### config.mk
export PLATFORM = sky130hd
export DESIGN_NAME = prog_loader
export DESIGN_NICKNAME = d
export VERILOG_FILES = /design/src/rtl/prog_loader.sv
export SDC_FILE = /design/constraint.sdc
export NUM_CORES = 1
export LEC_CHECK = 0
export CAP_MARGIN = 20
export CORE_UTILIZATION = 43
export DETAILED_ROUTE_END_ITERATION = 12
export PLACE_DENSITY = 0.66
export SYNTH_ARGS = -nofsm -noshare
export SYNTH_HDL_FRONTEND = slang
export SYNTH_SLANG_ARGS = --single-unit
### constraint.sdc
create_clock -name clk -period 3 [get_ports clk]
set_input_delay 0.45 -clock clk [delete_from_list [all_inputs] [get_ports clk]]
set_output_delay 0.45 -clock clk [all_outputs]
set_load 0.03 [all_outputs]
### src/rtl/prog_loader.sv
// Boot loader: assembles a little-endian byte stream into 16-bit words, writes them to memory, then releases the core.
// Define LOADER_CHECKSUM_EN to require a trailing mod-256 checksum byte.
module prog_loader #(
    parameter int ADDR_W = 6,
    parameter int DATA_W = 16,
    parameter int DEPTH  = 64
) (
    input  logic              clk,
    input  logic              reset,
    input  logic              start,
    input  logic [7:0]        rx_data,
    input  logic              rx_valid,
    output logic              rx_ready,
    output logic [ADDR_W-1:0] mem_addr,
    output logic [DATA_W-1:0] mem_wd,
    output logic              mem_we,
    output logic              cpu_reset,
    output logic              busy,
    output logic              done,
    output logic              err
);

    localparam int               LEN_W   = ADDR_W + 1;
    localparam logic [7:0]       DEPTH_B = 8'(DEPTH);
    localparam logic [LEN_W-1:0] LEN_ONE = LEN_W'(1);

`ifdef LOADER_CHECKSUM_EN
    typedef enum logic [2:0] {
        S_IDLE, S_LEN, S_LO, S_HI, S_WRITE, S_CHK, S_DONE, S_ERR
    } state_t;
`else
    typedef enum logic [2:0] {
        S_IDLE, S_LEN, S_LO, S_HI, S_WRITE, S_DONE, S_ERR
    } state_t;
`endif

    state_t           state, state_next;
    logic [LEN_W-1:0] len;
    logic             take, len_ok, last_word;
`ifdef LOADER_CHECKSUM_EN
    logic [7:0]       sum;
`endif

    assign take      = rx_valid && rx_ready;
    assign len_ok    = (rx_data != 8'd0) && (rx_data <= DEPTH_B);
    // Compared in LEN_W bits so a full-depth load ends on address DEPTH-1 without wrapping.
    assign last_word = ({1'b0, mem_addr} == (len - LEN_ONE));

    always_ff @(posedge clk or negedge reset) begin
        if (!reset) state <= S_IDLE;
        else        state <= state_next;
    end

    always_comb begin
        // NOTE: every output gets a default first so no path through the case infers a latch.
        state_next = state;
        rx_ready   = 1'b0;
        mem_we     = 1'b0;
        busy       = 1'b0;
        done       = 1'b0;
        err        = 1'b0;
        case (state)
            S_IDLE: if (start) state_next = S_LEN;
            S_LEN: begin
                rx_ready = 1'b1;
                busy     = 1'b1;
                if (take) state_next = len_ok ? S_LO : S_ERR;
            end
            S_LO: begin
                rx_ready = 1'b1;
                busy     = 1'b1;
                if (take) state_next = S_HI;
            end
            S_HI: begin
                rx_ready = 1'b1;
                busy     = 1'b1;
                if (take) state_next = S_WRITE;
            end
            S_WRITE: begin
                mem_we = 1'b1;
                busy   = 1'b1;
`ifdef LOADER_CHECKSUM_EN
                state_next = last_word ? S_CHK : S_LO;
`else
                state_next = last_word ? S_DONE : S_LO;
`endif
            end
`ifdef LOADER_CHECKSUM_EN
            S_CHK: begin
                rx_ready = 1'b1;
                busy     = 1'b1;
                if (take) state_next = (rx_data == sum) ? S_DONE : S_ERR;
            end
`endif
            S_DONE: begin
                done = 1'b1;
                if (start) state_next = S_LEN;
            end
            S_ERR: begin
                err = 1'b1;
                if (start) state_next = S_LEN;
            end
            default: state_next = S_IDLE;
        endcase
    end

    always_ff @(posedge clk or negedge reset) begin
        if (!reset) begin
            mem_addr  <= '0;
            mem_wd    <= '0;
            len       <= '0;
            cpu_reset <= 1'b1;
`ifdef LOADER_CHECKSUM_EN
            sum       <= '0;
`endif
        end else begin
            // Core is released one cycle after DONE is entered; a new start re-holds it on the next edge.
            cpu_reset <= !((state == S_DONE) && !start);
            if (start && !busy) begin
                mem_addr <= '0;
`ifdef LOADER_CHECKSUM_EN
                sum      <= '0;
`endif
            end
            case (state)
                S_LEN: if (take && len_ok) len <= rx_data[LEN_W-1:0];
                S_LO: if (take) begin
                    mem_wd[7:0] <= rx_data;
`ifdef LOADER_CHECKSUM_EN
                    sum         <= sum + rx_data;
`endif
                end
                S_HI: if (take) begin
                    mem_wd[DATA_W-1:8] <= rx_data;
`ifdef LOADER_CHECKSUM_EN
                    sum                <= sum + rx_data;
`endif
                end
                S_WRITE: if (!last_word) mem_addr <= mem_addr + ADDR_W'(1);
                default: ;
            endcase
        end
    end

endmodule
==> results.ini <==
[route]
drc=0
drt-initial-drc-count=66
viasPerCell=5.58
routed_wirelength_um=3910
vias=1424
wire_per_inst_um=15.3
ant_nets=0
firstDrtPassIters=5

[timing]
tightest_slew_ns=0.601
max_freq_mhz=376
rsz0062_at_grt=false
relSlewSlack=0.596
fin_crit_ns=2.66
min_period_over_period=0.886
hold_slack_ns=0.509
setup_viol_count_final=0
finalMaxSlewViolations=0
fin_skew_ns=0.0144
hold_viol=0
tns_ns=0

[global_route]
grt_max_degree=34
track_usage=0.204
met1_usage=0.252
antenna_found_initial=0
grtUsageMet2=0.341
grt_pass1_vias=1408
met3_usage=0.0414
gr-total-overflow=0
grt_busiest_layer=met2
grt_pass1_wl_um=6560

[pwr]
power_density_nw_per_um2=1100
leakage_nw=0.956
p_sw_mw=1.05
power_frac_comb=0.507
sequentialPowerShare=0.326
swShare=0.405
peakVddDrop_v=0.000619
internal_power_mw=1.53
power_mw=2.58
power_frac_clock=0.167

[floorplanning]
die_h_um=66.2
die_x_um=66.2
rows=22
initial_core_util=0.467
core_um2=3800
dieArea_um2=4380
ios=40

[clocking]
cts_tree=done
clock_path_buffers=2
ctsHoldBuffers=0
postCtsSetupRepairBufs=0
cts_root_buf=clkbuf_8
clkSinkCount=33
cts_buffers=5
htree_levels=2
cts_resized=0
clock_latency_ns=0.29
clkTransAtPathRegs_ns=0.06

[critical_path]
path_cells=nor2_1 > nand2_1 > inv_1 > clkdlybuf4s50_1
worstPathArrival_ns=2.21
r2r_slack_ns=0.52
worst-path-buf-inv=2
cp_top_family=buffers and inverters
startpoint_type=register
crit_fanout=13
cp.required_ns=2.55
slowest_stage=clkdlybuf4s50_1
critical_path_class=register to output pin
end_kind=output pin
max_stage_delay_ns=0.69

[hold_path]
min_path_type=register to register

[outcome]
status=finished, final reports clean

[synthesis]
synth_edf_count=0
ys_warn_count=0
ys_seq_area_frac=0.466
avgSynthCellArea_um2=10.9
syn_inst=163
ys.flop_type=dfrtp_1
synth-seq-cells=33
syn-cell-area_um2=1770
synthArstFlopShare=1.00
syn_nets=177
synth_cell_types=44

[layout]
finalNonFillerCells=255
nets=220
post-route-util=0.615
area_growth_pct=31.8
drive_gt1_frac=0.208
n_antenna_cell=0

[place]
dp_hpwl_um=2830
gp_congestion=0.789
dp.cells=247
port_buffers=39

[flow_run]
drv_cap=0

## metrics by stage
stage / worst slack, ns / area [um2]
6_report: 0.341 / 2340
5_1_grt: 0.193 / 2340
4_1_cts: 0.341 / 2340
2_1_floorplan: 0.687 / 1770
3_3_place_gp: 0.332 / 2220
3_5_place_dp: 0.279 / 2220
## power groups by stage
stage	clock network (mW)	logic, mW	registers (mW)
6_report	0.431	1.31	0.841
4_1_cts	0.443	1.32	0.842
2_1_floorplan	0	0.675	1.01
5_1_grt	0.465	1.40	0.876
3_5_place_dp	0	1.31	0.847
3_3_place_gp	0	1.28	0.832
## state kept, by name (all words and copies together), names as in the netlist
signal	cells
cpu_reset	1
len	7
mem_addr	6
mem_wd	16
state	3
## cells in the final DEF (no fill, tap or decap), types with 2 or more instances in the layout
cell / n
a21oi_1: 5
buf_4: 3
clkbuf_8: 6
clkdlybuf4s50_1: 39
dfrtp_1: 32
ha_1: 2
inv_1: 5
mux2_2: 22
mux2i_1: 2
nand2_1: 13
nand2b_1: 3
nand3_1: 4
nor2_1: 8
nor2b_1: 2
nor3_1: 7
nor3b_1: 3
nor4_1: 2
nor4b_2: 2
o211ai_1: 3
o21ai_0: 8
or2_2: 2
or4_1: 4
xnor2_1: 4
xor2_1: 4
## routing by layer
| layer | up-vias | wire, um | share of wire |
|---|---|---|---|
| met5 | - | 0 | 0 |
| met4 | 0 | 50 | 0.013 |
| met3 | 6 | 216 | 0.055 |
| met2 | 45 | 1930 | 0.49 |
| met1 | 690 | 1720 | 0.44 |
| li1 | 683 | - | - |
## area by class of cell
cell class / instances / area [um2]
clock inverters: 1 / 30.0
multi-input cells: 119 / 902
inverters: 5 / 18.8
clock buffers: 7 / 86.3
flip-flops and latches: 33 / 827
repair buffers: 42 / 413
fillers: 311 / 1460
well taps: 48 / 60.1
## final timing paths
path	cells after the start	to	startpoint
min in group asynchronous	2	mem_addr[4]	reset
setup reg to reg	8	state[2]	len[0]
setup / recovery	4	mem_we	state[1]
hold / removal	1	mem_wd[2]	mem_wd[2]
hold reg to reg	1	mem_wd[2]	mem_wd[2]
max in group asynchronous	2	cpu_reset	reset
## cells by family after synthesis
logic type | synth area share
compound gates | 0.106
xor+xnor | 0.0395
fa+ha+maj | 0.0141
buf+inv | 0.0247
flops | 0.466
mux | 0.159
simple gates | 0.190
## worst reg2reg max path, cell delays in order, from the launching register on
cell and delay, ns:
dfrtp_1 0.46, inv_1 0.15, ha_1 0.28, nand4bb_1 0.13, a211oi_1 0.24, o311ai_1 0.21, nor3_2 0.42, nand2_1 0.13
a221oi_1 0.32
## cells in the mapped netlist (all sizes together), types with 3 or more instances
master,n,area share
inv,5,0.011
buf,3,0.0078
nand3,4,0.011
dfrtp,32,0.45
xor2,4,0.020
or4,4,0.017
nor3,8,0.025
nor3b,3,0.013
nand2b,3,0.011
a21oi,5,0.014
mux2,23,0.15
o211ai,3,0.013
clkbuf,3,0.0064
o21ai,8,0.023
xnor2,4,0.020
nor2,8,0.017
nand2,13,0.028
Power figures use the tool's default switching activity.
